`config.mk`:
```
export PLATFORM = sky130hd
export DESIGN_NAME = match_state_manager
export DESIGN_NICKNAME = d
export VERILOG_FILES = /design/src/rtl/match_state_manager.sv
export SDC_FILE = /design/constraint.sdc
export NUM_CORES = 1
export LEC_CHECK = 0
export BUFFER_PORTS_ARGS = -buffer_cell sky130_fd_sc_hd__buf_2
export CAP_MARGIN = 20
export CORE_MARGIN = 2
export CORE_UTILIZATION = 49
export CTS_CLUSTER_DIAMETER = 100
export DETAILED_ROUTE_END_ITERATION = 16
export GPL_TIMING_DRIVEN = 0
export HOLD_SLACK_MARGIN = 0.02
export PLACE_DENSITY = 0.77
export SYNTH_ARGS = -nofsm -noshare
export SYNTH_HDL_FRONTEND = slang
export SYNTH_SLANG_ARGS = --single-unit
```
`constraint.sdc`:
```
create_clock -name clk_i -period 2.3 [get_ports clk_i]
set_input_delay 0.46 -clock clk_i [delete_from_list [all_inputs] [get_ports clk_i]]
set_output_delay 0.46 -clock clk_i [all_outputs]
set_load 0.01 [all_outputs]
```
`src/rtl/match_state_manager.sv`:
```
// ============================================================================
// Module      : match_state_manager
// Description : Two-player stock/knockout tracker and match sequencer
//               (idle, countdown, play, game over) with status readback.
// Revision    : 1.0 - initial release
// ============================================================================
`default_nettype none

module match_state_manager #(
  parameter logic [3:0]         STOCKS           = 4'd3,
  parameter logic [23:0]        COUNTDOWN_CYCLES = 24'd12_500_000,
  parameter logic [23:0]        RESPAWN_CYCLES   = 24'd6_250_000,
  parameter logic [7:0]         GRACE_CYCLES     = 8'd4,
  parameter logic signed [15:0] BLAST_X_MIN      = -16'sd64,
  parameter logic signed [15:0] BLAST_X_MAX      = 16'sd704,
  parameter logic signed [15:0] BLAST_Y_MIN      = -16'sd64,
  parameter logic signed [15:0] BLAST_Y_MAX      = 16'sd600
) (
  input  logic        clk_i,
  input  logic        rst_ni,
  input  logic        start_i,
  input  logic [31:0] pos1_i,
  input  logic [31:0] pos2_i,
  input  logic [31:0] damage1_i,
  input  logic [31:0] damage2_i,
  output logic        respawn1_o,
  output logic        respawn2_o,
  output logic        damage_clr1_o,
  output logic        damage_clr2_o,
  output logic        freeze_o,
  output logic        game_over_o,
  output logic [1:0]  winner_o,
  output logic [31:0] status_o
);

  typedef enum logic [1:0] {
    M_IDLE      = 2'd0,
    M_COUNTDOWN = 2'd1,
    M_PLAYING   = 2'd2,
    M_GAME_OVER = 2'd3
  } match_state_e;

  typedef enum logic [2:0] {
    P_ALIVE   = 3'd0,
    P_KO_WAIT = 3'd1,
    P_RESPAWN = 3'd2,
    P_GRACE   = 3'd3,
    P_OUT     = 3'd4
  } player_state_e;

  // A terminal count of zero behaves as a single cycle.
  function automatic logic [23:0] last_cnt(input logic [23:0] n);
    return (n == 24'd0) ? 24'd0 : n - 24'd1;
  endfunction

  function automatic logic out_of_bounds(input logic [31:0] p);
    logic signed [15:0] x;
    logic signed [15:0] y;
    x = p[31:16];
    y = p[15:0];
    return (x < BLAST_X_MIN) | (x > BLAST_X_MAX) |
           (y < BLAST_Y_MIN) | (y > BLAST_Y_MAX);
  endfunction

  logic                start_q;
  logic [31:0]         pos_q [2];
  match_state_e        m_state_q, m_state_d;
  logic [23:0]         m_cnt_q, m_cnt_d;
  player_state_e       p_state_q [2];
  player_state_e       p_state_d [2];
  logic [23:0]         p_cnt_q [2];
  logic [23:0]         p_cnt_d [2];
  logic [3:0]          stocks_q [2];
  logic [3:0]          stocks_d [2];
  logic [1:0]          respawn_q, respawn_d;
  logic [1:0]          dclr_q, dclr_d;
  logic                freeze_q, freeze_d;
  logic                game_over_q, game_over_d;
  logic [1:0]          winner_q, winner_d;
  logic [31:0]         status_q, status_d;

  logic                start_edge;
  logic                cd_entry;
  logic [1:0]          oob;
  logic [1:0]          zero;
  logic [1:0]          alive;

  // Damage values are informational only.
  logic                unused_damage;
  assign unused_damage = ^{damage1_i, damage2_i};

  assign start_edge = start_i & ~start_q;
  assign oob        = {out_of_bounds(pos_q[1]), out_of_bounds(pos_q[0])};

  always_comb begin
    m_state_d = m_state_q;
    m_cnt_d   = m_cnt_q;
    winner_d  = winner_q;
    cd_entry  = 1'b0;
    zero      = 2'b00;
    alive     = 2'b00;
    respawn_d = 2'b00;
    dclr_d    = 2'b00;

    case (m_state_q)
      M_IDLE, M_GAME_OVER: begin
        if (start_edge) begin
          m_state_d = M_COUNTDOWN;
          m_cnt_d   = 24'd0;
          winner_d  = 2'b00;
          cd_entry  = 1'b1;
        end
      end
      M_COUNTDOWN: begin
        if (m_cnt_q >= last_cnt(COUNTDOWN_CYCLES)) begin
          m_state_d = M_PLAYING;
          m_cnt_d   = 24'd0;
        end else begin
          m_cnt_d = m_cnt_q + 24'd1;
        end
      end
      default: ;
    endcase

    for (int i = 0; i < 2; i++) begin
      p_state_d[i] = p_state_q[i];
      p_cnt_d[i]   = p_cnt_q[i];
      stocks_d[i]  = stocks_q[i];
      if (cd_entry) begin
        p_state_d[i] = P_ALIVE;
        p_cnt_d[i]   = 24'd0;
        stocks_d[i]  = STOCKS;
      end else if (m_state_q == M_PLAYING) begin
        case (p_state_q[i])
          P_ALIVE: begin
            if (oob[i]) begin
              stocks_d[i]  = (stocks_q[i] == 4'd0) ? 4'd0 : stocks_q[i] - 4'd1;
              p_cnt_d[i]   = 24'd0;
              p_state_d[i] = (stocks_d[i] == 4'd0) ? P_OUT : P_KO_WAIT;
            end
          end
          P_KO_WAIT: begin
            if (p_cnt_q[i] >= last_cnt(RESPAWN_CYCLES)) begin
              p_state_d[i] = P_RESPAWN;
              p_cnt_d[i]   = 24'd0;
            end else begin
              p_cnt_d[i] = p_cnt_q[i] + 24'd1;
            end
          end
          P_RESPAWN: begin
            p_state_d[i] = P_GRACE;
            p_cnt_d[i]   = 24'd0;
          end
          P_GRACE: begin
            if (p_cnt_q[i] >= last_cnt({16'd0, GRACE_CYCLES})) begin
              p_state_d[i] = P_ALIVE;
              p_cnt_d[i]   = 24'd0;
            end else begin
              p_cnt_d[i] = p_cnt_q[i] + 24'd1;
            end
          end
          default: ;
        endcase
      end
      zero[i]  = (stocks_d[i] == 4'd0);
      alive[i] = (p_state_d[i] == P_ALIVE) || (p_state_d[i] == P_GRACE);
      // Pulse only on entry so a RESPAWN frozen by game over cannot stick high.
      respawn_d[i] = cd_entry |
                     ((p_state_d[i] == P_RESPAWN) && (p_state_q[i] != P_RESPAWN));
      dclr_d[i]    = respawn_d[i];
    end

    if ((m_state_q == M_PLAYING) && (|zero)) begin
      m_state_d = M_GAME_OVER;
      m_cnt_d   = 24'd0;
      winner_d  = {zero[0], zero[1]};
    end

    freeze_d    = (m_state_d != M_PLAYING);
    game_over_d = (m_state_d == M_GAME_OVER);
    status_d    = {18'd0, winner_d, alive[1], alive[0], m_state_d,
                   stocks_d[1], stocks_d[0]};
  end

  always_ff @(posedge clk_i or negedge rst_ni) begin
    if (!rst_ni) begin
      start_q     <= 1'b0;
      m_state_q   <= M_IDLE;
      m_cnt_q     <= 24'd0;
      for (int i = 0; i < 2; i++) begin
        pos_q[i]     <= 32'd0;
        p_state_q[i] <= P_ALIVE;
        p_cnt_q[i]   <= 24'd0;
        stocks_q[i]  <= STOCKS;
      end
      respawn_q   <= 2'b00;
      dclr_q      <= 2'b00;
      freeze_q    <= 1'b1;
      game_over_q <= 1'b0;
      winner_q    <= 2'b00;
      status_q    <= {18'd0, 2'b00, 1'b1, 1'b1, M_IDLE, STOCKS, STOCKS};
    end else begin
      start_q     <= start_i;
      pos_q[0]    <= pos1_i;
      pos_q[1]    <= pos2_i;
      m_state_q   <= m_state_d;
      m_cnt_q     <= m_cnt_d;
      for (int i = 0; i < 2; i++) begin
        p_state_q[i] <= p_state_d[i];
        p_cnt_q[i]   <= p_cnt_d[i];
        stocks_q[i]  <= stocks_d[i];
      end
      respawn_q   <= respawn_d;
      dclr_q      <= dclr_d;
      freeze_q    <= freeze_d;
      game_over_q <= game_over_d;
      winner_q    <= winner_d;
      status_q    <= status_d;
    end
  end

  assign respawn1_o    = respawn_q[0];
  assign respawn2_o    = respawn_q[1];
  assign damage_clr1_o = dclr_q[0];
  assign damage_clr2_o = dclr_q[1];
  assign freeze_o      = freeze_q;
  assign game_over_o   = game_over_q;
  assign winner_o      = winner_q;
  assign status_o      = status_q;

endmodule

`default_nettype wire

```
### Word level (Yosys, flattened, before mapping)

Cells that the tools add are included.

* register bits: 173
* output and inout port bits: 40
* input port bits: 131

* bitwise operators: 10
* add/subtract/negate cells: 5
* order comparisons: 13
* equality and inequality tests: 20
* reductions and logical operators: 25
* mux-type cells: 49

Operators with widths (number)
* two-way mux 24 bit: 13
* case mux 24 bit (4 select lines): 2
* adder 24 x 1 -> 24 bit, second input constant: 3
* greater-than comparator 16 x 11 -> 1 bit, second input constant: 4
* < comparator 16 x 7 -> 1 bit, second input constant: 4
* greater-or-equal comparator 24 x 2 -> 1 bit, second input constant: 2
* greater-or-equal comparator 24 x 23 -> 1 bit, second input constant: 2
* case mux 24 bit (2 select lines): 1
* two-way mux 4 bit: 10
* two-way mux 3 bit: 12
* == test 3 x 2 -> 1 bit, second input constant: 8
* greater-or-equal comparator 24 bit, second input constant: 1
* zero test 4 bit: 6
* case mux 3 bit (4 select lines): 2
* zero test 3 bit: 4
* two-way mux 2 bit: 6
* nonzero test 5 bit: 2
* != test 3 bit, second input constant: 3
* OR 1 bit: 8
* subtractor 4 x 1 -> 4 bit, second input constant: 2
* == test 2 bit, second input constant: 3
* == test 3 x 1 -> 1 bit, second input constant: 2
* != test 3 x 2 -> 1 bit, second input constant: 2
* AND reduction 3 bit: 2
* 13 further kinds: 18

### Logic depth before layout (Yosys ltp)

Gate-level depths: netlist of run 1.

* depth after elaboration: 13
* gate-level depth with buffers: 11
* gate-level depth less buffers: 9

### Least setup slack after synthesis of run 1

No wires, ideal clock.

* kind: flip-flop to flip-flop
* start point: reg p_cnt_q[24] (netlist bit)
* end point: reg p_cnt_q[34] (netlist bit)
* required time: 2.172 ns
* buffers on the path: 1
* stages on the path, launching flop included: 10
* period minus slack after synthesis: 2.344 ns
* setup slack: -0.044 ns
* arrival: 2.216 ns
* cells stage by stage: dfrtp_1 -> ha_1 -> nand3_1 -> a311o_1 -> o311ai_0 -> a21o_1 -> buf_2 -> nor2_1 -> o21ai_0 -> o31ai_1

* longest elaborated chain between the ends: 5
* elaborated cells on any way between the ends: 8
* classes of those cells: 1 x add/sub; 2 x order compare; 5 x mux

Ends and longest elaborated chain
* from (decl): RTL line 71 `logic [23:0] p_cnt_q [2];`
* from (signal, indexed assignment): RTL line 210 `p_cnt_q[i] <= p_cnt_d[i];`
* adder 24 x 1 -> 24 bit (tied with other cells): RTL line 147, 159
* two-way mux 24 bit (on tied branches): RTL line 155, 143
* case mux 24 bit (4 select lines) (*): RTL line 134 `case (p_state_q[i])`
* two-way mux 24 bit (*): RTL line 133 `end else if (m_state_q == M_PLAYING) begin`
* two-way mux 24 bit (*): RTL line 129 `if (cd_entry) begin`

Every way passes the cells marked *; elsewhere a longest branch is shown, timed or not. The select of a mux whose other input is x is not followed.
A chain may end at the register's enable or synchronous reset.

==> impl_results.md, run 1 <==
- Starting DRT DRC Count: ~570
- Synthesis-to-finish area growth: 28.4%
- CTS tree: done
- CTS Sinks: between 150 and 200
- Drt total wl: roughly 17000 µm
- Synth Warn #: 0
- Max Cap Viol: 0
- Detailed placement HPWL: around 11000 µm
- Core area: between 10000 and 15000 µm²
- Largest net degree at the start of global routing: 104
- Die height: ~130 µm
- VDD IR max: 0.564 mV
- Via density: between 5 and 6
- Floorplan row count: 44
- Root buffer cell: clkbuf_16
- Vias in the first global route: just under 6000
- Fmax: 414 MHz
- RSZ-0062 raised after global routing: yes
- Pre-CTS WS: -466 ps
- Ys async rst share: 1.00
- Crit path kind: flop to flop
- Yosys reg bits: 161
- GRT Total Usage: 0.217
- Die area: 15800 µm²
- Final worst slack: -116 ps
- Ant diodes: 0
- Worst path slowest cell: or4_4
- Clock Path Buffers: 2
- Clock transition at the registers of the reported paths: about 70 ps
- Worst setup SP type: flop
- Count of final setup violators: 19
- Synth Cell Area: between 7000 and 8000 µm²
- GRT overflow: 0
- Measured slew at the worst slew-check pin: roughly 580 ps
- Remaining antenna violation count after routing: 0
- Initial antenna violation count: 0
- Via count: between 6000 and 7000
- Critical path, cell by cell: or4_4 > or4_4 > nor3_4 > nor3_1 > a31oi_1 > buf_4 > nor3_1 > a21o_1
- CP max FO: 3
- Post-synthesis sequential area ratio: 0.555
- Initial Util: 0.501
- Worst EP arrival: around 2700 ps
- Critical path required time: around 2600 ps
- Number of synthesized flops with an enable pin: 0
- Routability Congestion: between 0.8 and 0.9
- Fin cells: 1084
- Net count, final: approximately 1000
- Slew margin rel.: 0.613
- Buf/Inv on CP: 1
- Failing checks: negative setup slack
- Final hold viol count: 0
- Ports: approximately 170
- Pwr Density: slightly below 700 nW/µm²
- Port bufs: a little under 90
- Num CTS Buffers: 17
- Family with the most delay on the worst path: simple AND/OR/NAND/NOR gates
- Post-Syn Instances: 736
- Library cells used by synthesis: 56
- Max Slew Vio Count: 0
- Worst-Skew Late Latency: about 440 ps
- DP Cell Count: between 1000 and 1500
- Ys flop type: dfrtp_1
- CP Capture Type: flop
- Crit share post-route: 1.05
- Fillers: 1140
- Max Clock Skew: about 10 ps
- Drt first pass iters: 6
- Slowest stage delay, CP: 530 ps
- Fin util: 0.643
- Hold crit path type: primary input to flop
- Die width: around 130 µm
- Synth Area per Inst: between 9 and 10 µm²
- Outcome: complete, but fails checks
- DRC Markers: 0
- First-pass GRT wire length: 27800 µm
- Lkg Pwr: around 4.3 nW
- Minimum clock period: ~2400 ps
- Htree depth: 4
- Routed len/inst: 15.8 µm
- Share of cells above drive strength 1: 0.293
## per-stage QoR
step | hold WS (ps) | cell area, µm² | total power [mW] | setup TNS, ps
2_1_floorplan | 164 | 7340 | 3.40 | 0
3_3_place_gp | 490 | 8010 | 3.64 | -257620
3_5_place_dp | 464 | 8040 | 3.66 | -20760
4_1_cts | 118 | 8890 | 6.45 | -569
5_1_grt | 110 | 9340 | 6.77 | -3700
6_report | 124 | 9340 | 6.48 | -1360
## layer usage
metal	vias to the layer above	GRT usage	wire, µm
met2	201	0.359	8390
met4	0	0.0814	298
met5	-	0	0
met1	2916	0.285	7440
li1	2922	-	-
met3	31	0.0467	998
## registers in the layout (all words and copies together), names as in the netlist
name and flops:
pos_q 64, m_cnt_q 24, stocks_q 6, p_cnt_q 48, p_state_q 6, game_over_o 1, m_state_q 1, dclr_q 2
status_o 6, freeze_o 1, start_q 1, winner_o 1
## cell type report
class	count	area [µm²]	share of cell area
tap	184	230	0.0246
timing repair buffer	115	697	0.0746
multi-input combinational	535	3420	0.366
buffer	39	313	0.0335
sequential	161	4040	0.433
clock buffer	18	429	0.0459
clock inverter	14	148	0.0158
inverter	18	67.6	0.00723
## placed cells by master, fill, tap and decap left out, types with 22 or more instances in the layout
master   instances
o21ai_1         22
nand2_1         66
nor2_1          77
buf_2           88
nand4_1         31
nand3_1         24
o21ai_0         45
dfrtp_1        151
and3_1          23
buf_4           45
## path summary, 6_finish.rpt
check	from	endpoint	slack (ps)	cells past startpoint
worst min register to register	p_cnt_q[12]$_DFFE_PN0P_	p_cnt_q[12]$_DFFE_PN0P_	520	1
worst min-delay path	pos2_i[4]	pos_q[4]$_DFF_PN0_	120	1
worst max register to register	p_cnt_q[18]$_DFFE_PN0P_	dclr_q[1]$_DFF_PN0_	-120	8
max in group asynchronous	rst_ni	p_cnt_q[18]$_DFFE_PN0P_	840	3
min in group asynchronous	rst_ni	p_cnt_q[43]$_DFFE_PN0P_	550	2
worst max-delay path	p_cnt_q[18]$_DFFE_PN0P_	dclr_q[1]$_DFF_PN0_	-120	8
## logic make-up after synthesis
group | share of synthesized area
and+or+nand+nor | 0.217
AOI/OAI and AO/OA | 0.145
DFF | 0.555
buffers and inverters | 0.0435
xor gates and xnor gates | 0.0289
adders and majority gates | 0.00860
other | 0.000515
muxes | 0.00138
## timing repair
action	CTS	global route
gates resized for setup	53	98
pin swaps	9	20
cloned	2	2
setup buffers	7	14
hold buffers	1	0
endpoints found under the setup margin	81	77
endpoints found under the hold margin	33	0
## power by group
group	total (mW)	switching, mW	internal [mW]
Combinational	0.692	0.421	0.271
Clock	2.76	1.23	1.53
Sequential	3.03	0.0872	2.94
## synth_stat cells (3+ instances only)
cell type	instances	area (µm²)
nand2_1	73	274
and3_1	23	144
xnor2_1	8	70.1
nand2b_1	10	62.6
nand4_1	31	194
o31ai_1	18	135
inv_1	18	67.6
a31oi_1	6	37.5
o41ai_1	4	35.0
a41oi_1	3	26.3
ha_1	5	62.6
buf_2	4	20.0
o211ai_1	3	22.5
o21ai_1	10	50.1
o21ai_0	68	340
a211o_1	3	26.3
or3_1	5	31.3
nand3_1	26	130
nor3_1	18	90.1
and4_1	3	26.3
nor4_1	15	93.8
a21o_1	7	52.6
a21oi_1	23	115
nor2_1	81	304
a211oi_1	3	22.5
dfrtp_1	154	3850
or4_1	4	30.0
o22ai_1	3	18.8
nand3b_1	3	22.5
and2_1	7	43.8
buf_4	22	165
a311oi_1	4	35.0
dfstp_2	7	184
xor2_1	16	140
clkbuf_1	11	41.3
nor2b_1	11	68.8
(Power assumes the default switching activity.)
==> inputs of run 2 (changes only) <==
CORE_UTILIZATION = 50   (was 49)
CTS_BUF_LIST = sky130_fd_sc_hd__clkbuf_4 sky130_fd_sc_hd__clkbuf_8   (was default)
GPL_TIMING_DRIVEN = default   (was 0)
PLACE_DENSITY = 0.78   (was 0.77)
==> run 2 against run 1 <==
The run still ends with negative setup slack left. Critical path depth rose by 1. Flip-flop and latch count stayed put. Total power decreased by 9.0%. Hold slack worse by 16 ps. Clock power fell by 18%. Register-to-register slack improved by 70 ps. Routed wire length down 1.1%. Cell count grew 1.4%. Fmax is 3.0% higher. Sequential share of layout area grew 0.91 points. Non-clock buffer count rose by 15.
==> impl_results.md, run 2 (same netlist as run 1, synthesis figures left out) <==
- Drt total wl: approximately 17000 µm
- Initial antenna violation count: 0
- Power share of the clock group: 0.382
- Critical path, cell by cell: or4_4 > or4_4 > nor3_4 > buf_6 > o21ai_4 > nor2b_4 > buf_6 > nand4_1 > o21ai_1
- Port bufs: slightly below 90
- Die height: between 100 and 150 µm
- CTS Sinks: 161
- Starting DRT DRC Count: 474
- Remaining antenna violation count after routing: 0
- Biggest register: pos_q
- Clock transition at the registers of the reported paths: around 80 ps
- DRC Markers: 0
- Design Area, Final: about 9000 µm²
- Via count: slightly above 6000
- Internal power: around 4.4 mW
- Die area: about 16000 µm²
- First-pass GRT wire length: between 20000 and 30000 µm
- Psw: roughly 1.5 mW
- Most frequent cells in the layout: 153 x dfrtp_1, 87 x buf_2, 78 x nor2_1
- Floorplan row count: 44
- Lkg Pwr: ~4.3 nW
- Worst EP arrival: around 2700 ps
- Max Cap Viol: 0
- CTS tree: done
- Dpl cell area: between 8000 and 9000 µm²
- Final hold viol count: 0
- Net count, final: 1038
- Worst-Skew Late Latency: 450 ps
- Vias in the first global route: 5906
- Via density: between 5 and 6
- Largest net degree at the start of global routing: 43
- Share of cells above drive strength 1: 0.286
- Final Total Pwr: 5.90 mW
- Synthesis-to-finish area growth: 25.7%
- DP Cell Count: between 1000 and 1500
- Ports: ~170
- Max Slew Vio Count: 0
- Crit path kind: flop to flop
- Core area: 14400 µm²
- Root buffer cell: clkbuf_8
- Max Clock Skew: 10.8 ps
- Ant diodes: 0
- Fin util: 0.636
- VDD IR max: ~0.42 mV
- Num CTS Buffers: 17
- Outcome: complete, but fails checks
- Minimum clock period: around 2300 ps
- Logic pwr share: 0.107
- Routed len/inst: 15.4 µm
- CP Capture Type: flop
- Failing checks: negative setup slack
- Crit share post-route: 1.02
- Clock Path Buffers: 2
- Most common library cell in the layout ignoring fill and taps: dfrtp_1
- Htree depth: 4
- Pwr Density: ~640 nW/µm²
- Final worst slack: -46.2 ps
- GRT Total Usage: 0.218
- Top Registers: pos_q (64), p_cnt_q (48), m_cnt_q (24)
- Die width: around 120 µm
- CP max FO: 7
- Switch share: 0.254
- Fmax: about 430 MHz
- Drt first pass iters: 5
- Count of final setup violators: 12
- Critical path required time: ~2700 ps
- Worst path slowest cell: or4_4
- Routability Congestion: a little under 0.9
- Hold crit path type: primary input to flop
- Share of power burned in registers: 0.511
- Worst setup SP type: flop
- RSZ-0062 raised after global routing: yes
- Fin cells: ~1100
- Initial Util: 0.506
- Slowest stage delay, CP: between 500 and 600 ps
- Max FFs per register: between 60 and 70
- Worst hold slack: 108 ps
- Detailed placement HPWL: 11700 µm
- GRT overflow: 0
==> run 2: changes by cell type in the layout (fill, tap and decap cells not counted), moves of 3 or more <==
cell and delta:
o31ai_1 +4, clkbuf_8 +20, ha_4 -3, nor4_1 +3, o21ai_1 +4, inv_8 -5
o31ai_2 -4, clkbuf_16 -18, clkbuf_2 -3, buf_4 +24
==> run 2: cell type report <==
class	count	area [µm²]
Clock buffer	25	313
Clock inverter	7	124
Fill cell	1144	5220
Multi-Input combinational cell	535	3260
Timing Repair Buffer	169	1110
Sequential cell	161	4040
Tap cell	184	230
Inverter	18	67.6
==> run 2: path summary, 6_finish.rpt <==
check / from / to / slack, ps / cells past startpoint
worst min-delay path: pos1_i[31] / pos_q[63]$_DFF_PN0_ / 110 / 1
max in group asynchronous: rst_ni / freeze_o$_DFF_PN1_ / 1120 / 3
min in group asynchronous: rst_ni / p_cnt_q[41]$_DFFE_PN0P_ / 490 / 2
worst min register to register: p_cnt_q[12]$_DFFE_PN0P_ / p_cnt_q[12]$_DFFE_PN0P_ / 510 / 1
worst max-delay path: p_cnt_q[18]$_DFFE_PN0P_ / p_cnt_q[20]$_DFFE_PN0P_ / -50 / 9
worst max register to register: p_cnt_q[18]$_DFFE_PN0P_ / p_cnt_q[20]$_DFFE_PN0P_ / -50 / 9
==> run 2: worst max-delay path: cells and delay by family, from the launching register on <==
kind,cells,cell delay [ps]
compound gates,2,230
buf+inv,2,280
flops,1,380
simple gates,5,1390
==> run 2: layer usage <==
metal / wire length, µm / track usage
met3: 987 / 0.0520
met5: 0 / 0
met2: 8550 / 0.364
met4: 274 / 0.0720
met1: 7120 / 0.281
==> run 2: power by group through the flow <==
stage,clock (mW),sequential (mW),combinational [mW]
after global routing,2.41,3.03,0.696
after global placement,0,3.06,0.581
after CTS,2.29,3.01,0.605
final,2.25,3.01,0.632
after detailed placement,0,3.07,0.599
after floorplan,0,3.06,0.343
==> run 2: timing repair <==
| item | in CTS | in global routing |
|---|---|---|
| setup endpoints to repair | 25 | 77 |
| gates cloned | 1 | 0 |
| pin swaps | 5 | 12 |
| setup buffers | 3 | 5 |
| gates resized for setup | 22 | 70 |
| endpoints found under the hold margin | 33 | 0 |
| hold buffers | 1 | 0 |
==> run 2: through the flow <==
step / setup slack [ps] / setup TNS (ps)
floorplan: 20.8 / 0
global placement: -49.5 / -108
detailed placement: -114 / -534
CTS: -75.7 / -939
global route: -141 / -2680
finish: -46.2 / -236
==> inputs of run 3 (changes only) <==
CORE_UTILIZATION = 49   (was 50)
CTS_BUF_LIST = default   (was sky130_fd_sc_hd__clkbuf_4 sky130_fd_sc_hd__clkbuf_8)
PLACE_DENSITY = 0.77   (was 0.78)
==> run 3 against run 2 <==
The run now ends clean. Cell count down 0.55%. Critical path depth increased by 1. Combinational power rose by 3%. Total power rose by 11%. Sequential power about the same. Non-clock buffer count decreased by 6. Largest cell class unchanged. Die area is 2.0% higher. First-iteration DRC count rose by 1.9%. Hold slack better by 15 ps. Critical endpoint is now p_cnt_q[32]$_DFFE_PN0P_. Via count decreased by 1.7%. Global-route usage shrank 0.49 points.
==> impl_results.md, run 3 (same netlist as run 1, synthesis figures left out) <==
- Lkg Pwr: approximately 4.2 nW
- Root buffer cell: clkbuf_16
- Remaining antenna violation count after routing: 0
- Count of final setup violators: 0
- Outcome: complete, no violations
- GRT Total Usage: 0.213
- CP Capture Type: flop
- Max Slew Vio Count: 0
- Die width: 126 µm
- CP max FO: 8
- Net count, final: around 1000
- CTS tree: done
- Drt first pass iters: 6
- Core area: around 15000 µm²
- Fin util: 0.631
- Share of cells above drive strength 1: 0.251
- Synthesis-to-finish area growth: 26.1%
- Worst EP arrival: ~2600 ps
- Htree depth: 4
- Starting DRT DRC Count: a little under 500
- Via density: between 5 and 6
- Most common library cell in the layout ignoring fill and taps: dfrtp_1
- Most frequent cells in the layout: 154 x dfrtp_1, 87 x buf_2, 79 x nor2_1
- Detailed placement HPWL: 11200 µm
- Slew margin rel.: 0.663
- Worst setup SP type: flop
- Die height: around 130 µm
- DRC Markers: 0
- Minimum clock period: roughly 2300 ps
- Top Registers: pos_q (64), p_cnt_q (48), m_cnt_q (24)
- Floorplan row count: between 40 and 50
- Crit path kind: flop to flop
- Max Clock Skew: ~22 ps
- Fmax: around 440 MHz
- Critical path required time: between 2000 and 3000 ps
- Crit share post-route: 0.999
- Routed len/inst: around 15 µm
- Clock Path Buffers: 2
- Die area: around 16000 µm²
- Hold crit path type: primary input to flop
- Drt total wl: roughly 16000 µm
- RSZ-0062 raised after global routing: yes
- Measured slew at the worst slew-check pin: between 500 and 600 ps
- Ports: between 150 and 200
- GRT overflow: 0
- Setup tns final: 0 ps
- Clock transition at the registers of the reported paths: roughly 70 ps
- Ant diodes: 0
- Via count: between 6000 and 7000
- First-pass GRT wire length: between 20000 and 30000 µm
- Final hold viol count: 0
- Port bufs: between 80 and 90
- Vias in the first global route: 5697
- Worst-Skew Late Latency: roughly 440 ps
- VDD IR max: between 0.6 and 0.7 mV
- Num CTS Buffers: 17
- Worst hold slack: 124 ps
- CTS Sinks: about 160
- Max FFs per register: 64
- Initial Util: 0.501
- Initial antenna violation count: 0
- Routability Congestion: approximately 0.84
- Largest net degree at the start of global routing: 62
- Max Cap Viol: 0
- Pwr Density: just over 700 nW/µm²
- Biggest register: pos_q
## run 3: report_power, final
part / internal [mW] / switching (mW) / total, mW
Sequential: 2.94 / 0.0785 / 3.02
Combinational: 0.257 / 0.393 / 0.650
Clock: 1.74 / 1.14 / 2.88
## run 3: repair_timing
item                                    in CTS  in global routing
hold buffers                                 1                  0
endpoints found under the setup margin      19                 74
cloned                                       0                  1
resized for setup                            1                 39
setup buffers                                0                  4
hold endpoints to repair                    22                  0
pin swaps                                    1                  8
## run 3: final timing paths
path                       slack (ps)                 endpoint                     from  depth (start not counted)
hold reg to reg                   480  p_cnt_q[20]$_DFFE_PN0P_  p_cnt_q[20]$_DFFE_PN0P_                          1
hold / removal                    120      pos_q[61]$_DFF_PN0_               pos1_i[29]                          1
max in group asynchronous        1130   status_o[11]$_DFF_PN1_                   rst_ni                          3
setup / recovery                    2  p_cnt_q[32]$_DFFE_PN0P_  p_cnt_q[31]$_DFFE_PN0P_                         10
min in group asynchronous         470  m_cnt_q[15]$_DFFE_PN0P_                   rst_ni                          2
setup reg to reg                    2  p_cnt_q[32]$_DFFE_PN0P_  p_cnt_q[31]$_DFFE_PN0P_                         10
## run 3: layout make-up
type,instances,area (µm²)
timing repair buffer,163,1110
clock buffer,19,443
tap,184,230
inverter,18,67.6
sequential,161,4040
multi-input combinational,535,3120
clock inverter,13,160
fill,1152,5360
## run 3: metrics by stage
step	std cells	instance area, µm²	setup WS (ps)	power, mW
after floorplan	753	7340	20.8	3.40
after global placement	1055	8350	0.494	3.69
after detailed placement	1055	8350	-15.7	3.70
after CTS	1088	8970	7.11	6.59
after global routing	1093	9170	-114	6.81
final	1093	9170	2.12	6.55
## run 3: per-layer routing
| metal | part of all wire | vias to the layer above | track usage |
|---|---|---|---|
| met5 | 0 | - | 0 |
| li1 | - | 2942 | - |
| met1 | 0.43 | 2888 | 0.286 |
| met4 | 0.023 | 0 | 0.0789 |
| met2 | 0.49 | 206 | 0.336 |
| met3 | 0.058 | 30 | 0.0552 |
## run 3: critical path, stage by stage, from the launching register on
cell and delay [ps]:
dfrtp_1 450, nor4_2 70, buf_4 140, a311o_1 380, o311ai_2 370, a21o_4 210
buf_4 120, clkbuf_16 140, nor2_1 40, o21ai_0 160, o41ai_1 100
